$ cat src/rtl/vregfile_sched_pkg.sv
// Shared constants for the vector regfile scheduler: state encoding, default geometry, row-address helper.
// No logic; imported by vregfile_sched and vregfile_grp_ctr.
package vregfile_sched_pkg;

   localparam int DEF_NUMBANKS      = 4;
   localparam int DEF_LOG2NUMBANKS  = 2;
   localparam int DEF_WIDTH         = 32;
   localparam int DEF_LOG2NUMVREGS  = 3;
   localparam int DEF_LOG2MAXGROUPS = 2;
   localparam int DEF_MAXVL         = DEF_NUMBANKS << DEF_LOG2MAXGROUPS;

   localparam logic [1:0] ST_IDLE   = 2'd0;
   localparam logic [1:0] ST_ACTIVE = 2'd1;
   localparam logic [1:0] ST_WBONLY = 2'd2;

   // Bank row is {vreg, group}; caller truncates to the real row width.
   function automatic logic [31:0] row_addr(input logic [31:0] vreg, input logic [31:0] grp,
                                            input int log2maxgroups);
      return (vreg << log2maxgroups) | grp;
   endfunction

endpackage

$ cat src/rtl/vregfile_grp_ctr.sv
// Group counter: tracks the current element group, its lane mask and whether it is the last group.
// Latency: mask/last/busy are combinational from the count; count advances on the clock edge.
// Backpressure: advances only when i_advance is asserted and groups remain.
module vregfile_grp_ctr
   import vregfile_sched_pkg::*;
#(
   parameter int NUMBANKS      = DEF_NUMBANKS,
   parameter int LOG2NUMBANKS  = DEF_LOG2NUMBANKS,
   parameter int LOG2MAXGROUPS = DEF_LOG2MAXGROUPS
)(
   input  logic                                  i_clk,
   input  logic                                  i_rst_n,
   input  logic                                  i_load,
   input  logic [LOG2NUMBANKS+LOG2MAXGROUPS:0]   i_vl,
   input  logic                                  i_advance,
   output logic [LOG2MAXGROUPS-1:0]              o_grp,
   output logic [NUMBANKS-1:0]                   o_mask,
   output logic                                  o_last,
   output logic                                  o_busy
);
   localparam int LOG2MAXVL = LOG2NUMBANKS + LOG2MAXGROUPS;

   logic [LOG2MAXGROUPS:0] r_cnt;
   logic [LOG2MAXVL:0]     r_vl;
   logic [LOG2MAXVL:0]     w_vl_rnd;
   logic [LOG2MAXGROUPS:0] w_ngroups;

   always_ff @(posedge i_clk or negedge i_rst_n) begin
      if (!i_rst_n) begin
         r_cnt <= '0;
         r_vl  <= '0;
      end else if (i_load) begin
         r_cnt <= '0;
         r_vl  <= i_vl;
      end else if (i_advance && o_busy) begin
         r_cnt <= r_cnt + (LOG2MAXGROUPS+1)'(1);
      end
   end

   assign w_vl_rnd  = r_vl + (LOG2MAXVL+1)'(NUMBANKS - 1);
   assign w_ngroups = w_vl_rnd[LOG2MAXVL:LOG2NUMBANKS];
   assign o_grp     = r_cnt[LOG2MAXGROUPS-1:0];
   assign o_busy    = r_cnt < w_ngroups;
   assign o_last    = (r_cnt + (LOG2MAXGROUPS+1)'(1)) == w_ngroups;

   // Element index of lane k is {group, k}; lanes at or beyond vl are masked off.
   always_comb begin
      o_mask = '0;
      for (int k = 0; k < NUMBANKS; k++)
         o_mask[k] = {r_cnt, LOG2NUMBANKS'(k)} < r_vl;
   end

endmodule

$ cat src/rtl/vregfile_sched.sv
// Vector regfile scheduler: one instruction at a time, one element group per cycle; optional stall counter under VREGFILE_SCHED_PERF_EN.
// Latency: read enables combinational on issue, out_valid/q_b one cycle later; done one cycle after the last write-back.
// Backpressure: out_valid & !out_ready freezes read enables and addresses; wb_ready drops once all groups are written.
module vregfile_sched
   import vregfile_sched_pkg::*;
#(
   parameter int NUMBANKS      = DEF_NUMBANKS,
   parameter int LOG2NUMBANKS  = DEF_LOG2NUMBANKS,
   parameter int WIDTH         = DEF_WIDTH,
   parameter int LOG2NUMVREGS  = DEF_LOG2NUMVREGS,
   parameter int LOG2MAXGROUPS = DEF_LOG2MAXGROUPS
)(
   input  logic                                                   clk,
   input  logic                                                   resetn,
   input  logic                                                   in_valid,
   output logic                                                   in_ready,
   input  logic [LOG2NUMVREGS-1:0]                                in_areg,
   input  logic [LOG2NUMVREGS-1:0]                                in_breg,
   input  logic [LOG2NUMVREGS-1:0]                                in_dreg,
   input  logic [LOG2NUMBANKS+LOG2MAXGROUPS:0]                    in_vl,
   output logic [NUMBANKS*(LOG2NUMVREGS+LOG2MAXGROUPS)-1:0]       a_reg,
   output logic [NUMBANKS*(LOG2NUMVREGS+LOG2MAXGROUPS)-1:0]       b_reg,
   output logic [NUMBANKS*(LOG2NUMVREGS+LOG2MAXGROUPS)-1:0]       c_reg,
   output logic [NUMBANKS-1:0]                                    a_en,
   output logic [NUMBANKS-1:0]                                    b_en,
   output logic [NUMBANKS-1:0]                                    c_we,
   output logic [NUMBANKS*WIDTH/8-1:0]                            c_byteen,
   output logic                                                   out_valid,
   input  logic                                                   out_ready,
   output logic [NUMBANKS-1:0]                                    out_mask,
   output logic                                                   out_last,
   input  logic                                                   wb_valid,
   output logic                                                   wb_ready,
   input  logic [NUMBANKS*WIDTH/8-1:0]                            wb_byteen,
   output logic                                                   done
`ifdef VREGFILE_SCHED_PERF_EN
   ,
   output logic [31:0]                                            stall_cycles
`endif
);
   localparam int LOG2MAXVL = LOG2NUMBANKS + LOG2MAXGROUPS;
   localparam int ROWW      = LOG2NUMVREGS + LOG2MAXGROUPS;
   localparam int BPE       = WIDTH / 8;
   localparam logic [LOG2MAXVL:0] MAXVL = (LOG2MAXVL+1)'(NUMBANKS << LOG2MAXGROUPS);

   logic [1:0]              r_state;
   logic [LOG2NUMVREGS-1:0] r_areg, r_breg, r_dreg;
   logic                    r_out_valid, r_out_last, r_done;
   logic [NUMBANKS-1:0]     r_out_mask;
   logic [ROWW-1:0]         r_arow, r_brow, r_crow;

   logic [LOG2MAXVL:0]      w_vl;
   logic                    w_accept, w_start, w_issue, w_wb_fire;
   logic [LOG2MAXGROUPS-1:0] w_rd_grp, w_wr_grp;
   logic [NUMBANKS-1:0]     w_rd_mask, w_wr_mask;
   logic                    w_rd_last, w_wr_last, w_rd_busy, w_wr_busy;
   logic [ROWW-1:0]         w_arow, w_brow, w_crow;

   assign w_vl      = (in_vl > MAXVL) ? MAXVL : in_vl;
   assign in_ready  = r_state == ST_IDLE;
   assign w_accept  = in_ready & in_valid;
   assign w_start   = w_accept & (w_vl != '0);
   assign w_issue   = (r_state == ST_ACTIVE) & w_rd_busy & (!r_out_valid | out_ready);
   assign wb_ready  = (r_state != ST_IDLE) & w_wr_busy;
   assign w_wb_fire = wb_valid & wb_ready;

   vregfile_grp_ctr #(.NUMBANKS(NUMBANKS), .LOG2NUMBANKS(LOG2NUMBANKS), .LOG2MAXGROUPS(LOG2MAXGROUPS)) u_rd_ctr (
      .i_clk(clk), .i_rst_n(resetn), .i_load(w_start), .i_vl(w_vl), .i_advance(w_issue),
      .o_grp(w_rd_grp), .o_mask(w_rd_mask), .o_last(w_rd_last), .o_busy(w_rd_busy));

   vregfile_grp_ctr #(.NUMBANKS(NUMBANKS), .LOG2NUMBANKS(LOG2NUMBANKS), .LOG2MAXGROUPS(LOG2MAXGROUPS)) u_wr_ctr (
      .i_clk(clk), .i_rst_n(resetn), .i_load(w_start), .i_vl(w_vl), .i_advance(w_wb_fire),
      .o_grp(w_wr_grp), .o_mask(w_wr_mask), .o_last(w_wr_last), .o_busy(w_wr_busy));

   assign w_arow = ROWW'(row_addr(32'(r_areg), 32'(w_rd_grp), LOG2MAXGROUPS));
   assign w_brow = ROWW'(row_addr(32'(r_breg), 32'(w_rd_grp), LOG2MAXGROUPS));
   assign w_crow = ROWW'(row_addr(32'(r_dreg), 32'(w_wr_grp), LOG2MAXGROUPS));

   // Addresses hold their last issued row whenever nothing is issued, so a stalled RAM keeps q_b.
   assign a_reg = {NUMBANKS{w_issue ? w_arow : r_arow}};
   assign b_reg = {NUMBANKS{w_issue ? w_brow : r_brow}};
   assign c_reg = {NUMBANKS{w_wb_fire ? w_crow : r_crow}};

   always_comb begin
      a_en     = w_issue ? w_rd_mask : '0;
      b_en     = w_issue ? w_rd_mask : '0;
      c_we     = w_wb_fire ? w_wr_mask : '0;
      c_byteen = '0;
      for (int k = 0; k < NUMBANKS; k++)
         for (int by = 0; by < BPE; by++)
            c_byteen[k*BPE+by] = w_wb_fire & w_wr_mask[k] & wb_byteen[k*BPE+by];
   end

   always_ff @(posedge clk or negedge resetn) begin
      if (!resetn) begin
         r_state     <= ST_IDLE;
         r_areg      <= '0;
         r_breg      <= '0;
         r_dreg      <= '0;
         r_done      <= 1'b0;
         r_out_valid <= 1'b0;
         r_out_mask  <= '0;
         r_out_last  <= 1'b0;
         r_arow      <= '0;
         r_brow      <= '0;
         r_crow      <= '0;
      end else begin
         r_done <= 1'b0;
         case (r_state)
            ST_IDLE: if (w_accept) begin
               r_areg <= in_areg;
               r_breg <= in_breg;
               r_dreg <= in_dreg;
               if (w_vl == '0) r_done  <= 1'b1;
               else            r_state <= ST_ACTIVE;
            end
            ST_ACTIVE: if (w_wb_fire && w_wr_last) begin
               r_state <= ST_IDLE;
               r_done  <= 1'b1;
            end else if (w_issue && w_rd_last) begin
               r_state <= ST_WBONLY;
            end
            ST_WBONLY: if (w_wb_fire && w_wr_last) begin
               r_state <= ST_IDLE;
               r_done  <= 1'b1;
            end
            default: r_state <= ST_IDLE;
         endcase

         if (w_issue) begin
            r_out_valid <= 1'b1;
            r_out_mask  <= w_rd_mask;
            r_out_last  <= w_rd_last;
            r_arow      <= w_arow;
            r_brow      <= w_brow;
         end else if (out_ready) begin
            r_out_valid <= 1'b0;
            r_out_mask  <= '0;
            r_out_last  <= 1'b0;
         end
         if (w_wb_fire) r_crow <= w_crow;
      end
   end

   assign out_valid = r_out_valid;
   assign out_mask  = r_out_mask;
   assign out_last  = r_out_last;
   assign done      = r_done;

`ifdef VREGFILE_SCHED_PERF_EN
   logic [31:0] r_stall_cycles;
   logic        w_stall;

   assign w_stall = (r_out_valid & !out_ready) | ((r_state != ST_IDLE) & wb_ready & !wb_valid);

   always_ff @(posedge clk or negedge resetn) begin
      if (!resetn)                                r_stall_cycles <= '0;
      else if (w_stall && (r_stall_cycles != '1)) r_stall_cycles <= r_stall_cycles + 32'd1;
   end

   assign stall_cycles = r_stall_cycles;
`endif

endmodule
$ cat config.mk
export PLATFORM = sky130hd
export DESIGN_NAME = vregfile_sched
export DESIGN_NICKNAME = d
export VERILOG_FILES = /design/src/rtl/vregfile_sched_pkg.sv /design/src/rtl/vregfile_grp_ctr.sv /design/src/rtl/vregfile_sched.sv
export SDC_FILE = /design/constraint.sdc
export NUM_CORES = 1
export LEC_CHECK = 0
export BUFFER_PORTS_ARGS = -buffer_cell sky130_fd_sc_hd__buf_2
export CAP_MARGIN = 20
export CORE_MARGIN = 4
export CORE_UTILIZATION = 51
export DETAILED_ROUTE_END_ITERATION = 10
export PLACE_DENSITY = 0.86
export REMOVE_ABC_BUFFERS = 1
export SLEW_MARGIN = 10
export SYNTH_ARGS = -nofsm -noshare
export SYNTH_HDL_FRONTEND = slang
export SYNTH_SLANG_ARGS = --single-unit
$ cat constraint.sdc
create_clock -name clk -period 6 [get_ports clk]
set_input_delay 0.6 -clock clk [delete_from_list [all_inputs] [get_ports clk]]
set_output_delay 0.6 -clock clk [all_outputs]
set_load 0.02 [all_outputs]
== Word level (Yosys, flattened, before mapping) ==
Cells that the tools add are included.

* Flip-flop bits (word level): 44
* Input port bits: 35
* Output and inout port bits: 97
* Logic and storage cells: 106

* Bitwise gates (word level): 30
* Mux-type cells: 25
* Equality and inequality tests: 8
* Reductions and logical operators: 15
* Magnitude comparators: 11
* Add/sub/neg operators: 3

{| class="wikitable"
|+ Operator list
! kind !! number
|-
| 5-bit less-than comparator || 8
|-
| 1-bit bitwise AND || 26
|-
| 5-bit two-way mux || 4
|-
| 4-bit two-way mux || 4
|-
| 5-bit by 2-bit OR with 5-bit output || 3
|-
| 3-bit two-way mux || 4
|-
| 2-bit two-way mux || 5
|-
| 2-bit nonzero test || 4
|-
| 3-bit by 1-bit adder with 3-bit output (second input constant) || 2
|-
| 3-bit equality test || 2
|-
| 3-bit less-than comparator || 2
|-
| 1-bit two-way mux || 6
|-
| 2-bit one-hot mux with 3 select lines || 1
|-
| 5-bit by 2-bit adder with 5-bit output (second input constant) || 1
|-
| 5-bit greater-than comparator (second input constant) || 1
|-
| 5-bit zero test || 1
|-
| 5-bit nonzero test || 1
|-
| 1-bit logical AND || 4
|-
| 2-bit inequality test (second input constant) || 2
|-
| 4-bit AND reduction || 1
|-
| 3-bit by 1-bit inequality test with 1-bit output (second input constant) || 1
|-
| 2-bit by 1-bit equality test with 1-bit output (second input constant) || 1
|-
| 2-bit equality test (second input constant) || 1
|-
| 2-bit zero test || 1
|-
| 6 further kinds || 6
|}

== Logic depth before layout (Yosys ltp) ==
* Depth in word-level cells: 8
* Gate-level depth with buffers: 11
* Mapped depth without buffers: 9

== Modules after synthesis ==
From an unflattened synthesis, not the netlist that was laid out.

* Cells, all modules: 334
* Area, all modules: 3,210.6 um^2

{| class="wikitable"
|+ Modules (own cells, without submodules)
! module !! seq. area each (um^2) !! area an instance (um^2) !! cells each !! instances
|-
| vregfile_sched || 825.8 || 1,916.8 || 196 || 1
|-
| vregfile_grp_ctr || 200.2 || 646.9 || 69 || 2
|}

== Least setup slack after synthesis ==
No wires, ideal clock.

* Kind: reg2out
* Start point: register u_wr_ctr.r_vl[1]
* End point: output port c_reg[10]
* Slack: 2.699 ns
* Buffers on the path: 2
* Data required time: 5.400 ns
* Arrival time: 2.701 ns
* Cell stages (with the launch flop): 9
* Path through: dfrtp_1 buf_2 o211a_4 xnor2_1 ha_1 o21ai_0 o2111ai_2 o21ai_0 buf_4

* Word-level cells in the longest chain between the ends: 5

{| class="wikitable"
|+ Ends and longest elaborated chain
! item !! line !! source
|-
| from (decl) || vregfile_grp_ctr.sv:24 || <nowiki>logic [LOG2MAXVL:0] r_vl;</nowiki>
|-
| from (signal assigned) || vregfile_grp_ctr.sv:34 || <nowiki>r_vl <= i_vl;</nowiki>
|-
| 5-bit by 2-bit adder with 5-bit output || vregfile_grp_ctr.sv:40 || <nowiki>assign w_vl_rnd = r_vl + (LOG2MAXVL+1)'(NUMBANKS - 1);</nowiki>
|-
| 3-bit less-than comparator || vregfile_grp_ctr.sv:43 || <nowiki>assign o_busy = r_cnt < w_ngroups;</nowiki>
|-
| 1-bit bitwise AND || vregfile_sched.sv:64 || <nowiki>assign wb_ready = (r_state != ST_IDLE) & w_wr_busy;</nowiki>
|-
| 1-bit bitwise AND || vregfile_sched.sv:65 || <nowiki>assign w_wb_fire = wb_valid & wb_ready;</nowiki>
|-
| 5-bit two-way mux || - ||
|-
| to (decl) || vregfile_sched.sv:23 || <nowiki>output logic [NUMBANKS*(LOG2NUMVREGS+LOG2MAXGROUPS)-1:0] c_reg,</nowiki>
|}

No other way between the ends.

==> PnR_summary.wiki <==
{| class="wikitable"
! Metric !! Value
|-
| Commonest register cell after synthesis || dfrtp_1
|-
| Die width || 82.8 µm
|-
| Startpoint kind of the worst setup timing path || flop
|-
| Maximum capacitance violations || 0
|-
| Number of synthesis warnings || 0
|-
| Seq. cell area || 1100 µm²
|-
| Syn-to-layout area delta || 16.7%
|-
| Final Cycle Share || 63.4%
|-
| Port bufs || 131
|-
| Initial Utilization || 54.1%
|-
| Most common library cell in the layout ignoring fill and taps || buf_2
|-
| Reg2reg setup slack || 2.91 ns
|-
| Outcome || complete, no violations
|-
| End of the critical path || b_reg[14]
|-
| Wire length per cell || 13.8 µm
|-
| Die H || 82.8 µm
|-
| Area contributors post-synth || dfrtp_1, buf_4, mux2_2
|-
| Count of inserted antenna diode cells || 0
|-
| Crit-path cells || o21a_4, nor2_1, ha_1, inv_1, maj3_2, a211oi_4, mux2_2, buf_2
|-
| Total wirelength of the detailed-routed design || 5.83 mm
|-
| Routability cong. || 0.807
|-
| Worst hold margin || 0.443 ns
|-
| Mapped Avg Cell Area || 10.7 µm²
|-
| Req. time, crit path || 5.40 ns
|-
| Resized cells post-CTS || 0
|-
| Clock latency of the later-clocked register in the worst-skew pair || 0.29 ns
|-
| Number of H-tree branching levels || 2
|-
| Highest-count cells in the layout ignoring fill and taps || buf_2, dfrtp_1, mux2_2, ha_1
|-
| Largest incremental delay on the critical path || 0.75 ns
|-
| Hold buffer count at CTS || 0
|-
| Area fraction of the dominant cell type after synthesis || 38.6%
|-
| Count of fill cells added during filler insertion || 455
|-
| Number of nets still failing antenna checks after routing || 0
|-
| Number of antenna violations at the first check in global routing || 0
|-
| Maximum net fanout on the critical path || 17
|-
| Crit path max-delay cell type || a211oi_4
|-
| Number of hold-slack violations in the final timing report || 0
|-
| Clock tree buffer depth || 2
|-
| Beginning of the worst register-to-register path || u_wr_ctr.r_vl[1]
|-
| Setup repair after global routing missed its margin || false
|-
| Syn Inst Count || 266
|-
| Vias in the first global route || 2116
|-
| Clock tree from TritonCTS || built
|-
| Number of enable-type register cells in the synthesized netlist || 0
|-
| Number of buffers created by CTS || 5
|-
| Start point of the critical path || u_wr_ctr.r_vl[1]
|-
| Final clock skew || 0.00742 ns
|-
| Total negative slack || 0 ns
|-
| Post-detail-place hpwl || 4.67 mm
|-
| Drt drc || 0
|-
| Vias after detailed routing || 2124
|-
| Post-synth design cell area || 2850 µm²
|-
| Top-Level Pins || 132
|-
| Core Rows || 26
|-
| Buffer cell driving the clock tree root || clkbuf_8
|-
| Tot GR Track Use || 17.8%
|-
| Post-synthesis sequential element count || 44
|-
| Core ar. || 5270 µm²
|-
| Global-route wire length before repair || 9.29 mm
|-
| Post-CTS setup buffer count || 0
|-
| Setup violation total in the final timing report || 0
|-
| Category of the most critical setup path || flop to primary output
|-
| Critical register-to-register path endpoint || r_state[0]
|-
| R2R depth || 8
|-
| Register area share after synthesis || 38.6%
|-
| Cell type with the largest total area after synthesis || dfrtp_1
|-
| Proportion of layout cells with a drive suffix above 1 || 48.7%
|-
| Multi-input gate area || 1320 µm²
|-
| Count of pins over their slew limit || 0
|-
| Pin count of the biggest net entering global routing || 45
|-
| TritonCTS sink count || 44
|-
| Routed vias/inst || 5.02
|-
| Worst-Margin Slew || 0.965 ns
|-
| DR iter-0 viols || 76
|-
| Endpoint arrival time on the critical path || 3.20 ns
|-
| Sort of element at the end of the critical path || primary output
|-
| Async set-or-reset flop fraction in the synthesized netlist || 100%
|-
| Final critical path time including I/O delays and setup || 3.80 ns
|-
| Worst hold path type || input port to asynchronous set/reset pin
|-
| Clock slew at the register clock pins of the worst setup and hold paths || 0.08 ns
|-
| Die Outline Area || 6850 µm²
|-
| Number of distinct library cell variants in the gate-level netlist after synthesis || 48
|-
| Net count, final || 405
|-
| Max-slew headroom || 35.4%
|-
| First-pass iteration count of the detailed router || 4
|-
| GRT overflow || 0
|-
| Fmax achieved || 0.263 GHz
|}
-- registers in the layout (all words and copies together) (netlist names) --
signal,flops
r_breg,3
u_wr_ctr.r_vl,5
done,1
out_valid,1
r_arow,5
u_wr_ctr.r_cnt,3
r_crow,5
r_dreg,3
out_mask,4
out_last,1
r_state,2
r_brow,5
u_rd_ctr.r_cnt,3
r_areg,3
-- layer usage --
metal	global-route usage (%)	vias up	part of all wire (%)
met1	19.1	994	38
met4	6.05	0	1.0
met2	33.6	88	52
li1	-	1036	-
met5	0	-	0
met3	4.64	6	9.3
-- Yosys cell counts, drive strengths merged, types with 2 or more instances --
| master | count |
|---|---|
| a21o | 3 |
| a21oi | 9 |
| a31oi | 2 |
| and2 | 16 |
| buf | 51 |
| dfrtp | 44 |
| ha | 18 |
| inv | 12 |
| mux2 | 23 |
| mux2i | 2 |
| nand2 | 7 |
| nand2b | 2 |
| nand3 | 5 |
| nand3b | 5 |
| nor2 | 16 |
| nor2b | 3 |
| nor3 | 3 |
| o21ai | 9 |
| o2bb2ai | 3 |
| xnor2 | 8 |
| xnor3 | 2 |
| xor2 | 2 |
-- worst max-delay path, delay by kind of cell (launching register included) --
family	cells	cell delay, ns
buffers and inverters	2	0.21
muxes	1	0.45
DFF	1	0.49
AOI/OAI and AO/OA	2	1.03
and+or+nand+nor	1	0.19
adders and majority gates	2	0.53
-- cell type report --
| type | instances | share of cell area, % |
|---|---|---|
| flip-flops and latches | 44 | 33.1 |
| clock inverters | 2 | 1.17 |
| inverters | 12 | 1.35 |
| well taps | 70 | 2.63 |
| multi-input cells | 158 | 39.6 |
| repair buffers | 131 | 19.7 |
| clock buffers | 6 | 2.48 |
-- kinds of logic after synthesis --
kind of cell	synth area share, %
xor+xnor	4.91
simple gates	12.1
compound gates	11.1
mux	9.79
flops	38.6
fa+ha+maj	8.29
buf+inv	15.2
-- worst min-delay path by stage --
| stage | slack, ns | from | depth (start not counted) | end |
|---|---|---|---|---|
| floorplan | 0.30 | resetn | 0 | done |
| global placement | 0.46 | out_mask[3] | 1 | out_mask[3] |
| detailed placement | 0.46 | out_mask[3] | 1 | out_mask[3] |
| CTS | 0.48 | resetn | 1 | r_breg[0] |
| global route | 0.51 | out_mask[3] | 1 | out_mask[3] |
| finish | 0.44 | resetn | 1 | out_mask[1] |
-- per-stage QoR --
stage / utilization, % / std cells / setup slack, ns / instance area, µm²
global route: 63.2 / 423 / 1.96 / 3330
detailed placement: 60.9 / 415 / 2.48 / 3210
floorplan: - / 214 / 1.94 / 2460
global placement: 60.9 / 415 / 2.56 / 3210
finish: 63.2 / 423 / 2.20 / 3330
CTS: 63.2 / 423 / 2.14 / 3330
Power is not shown: default switching activity piles up to over one toggle a cycle in this logic, so the estimate is an artifact.
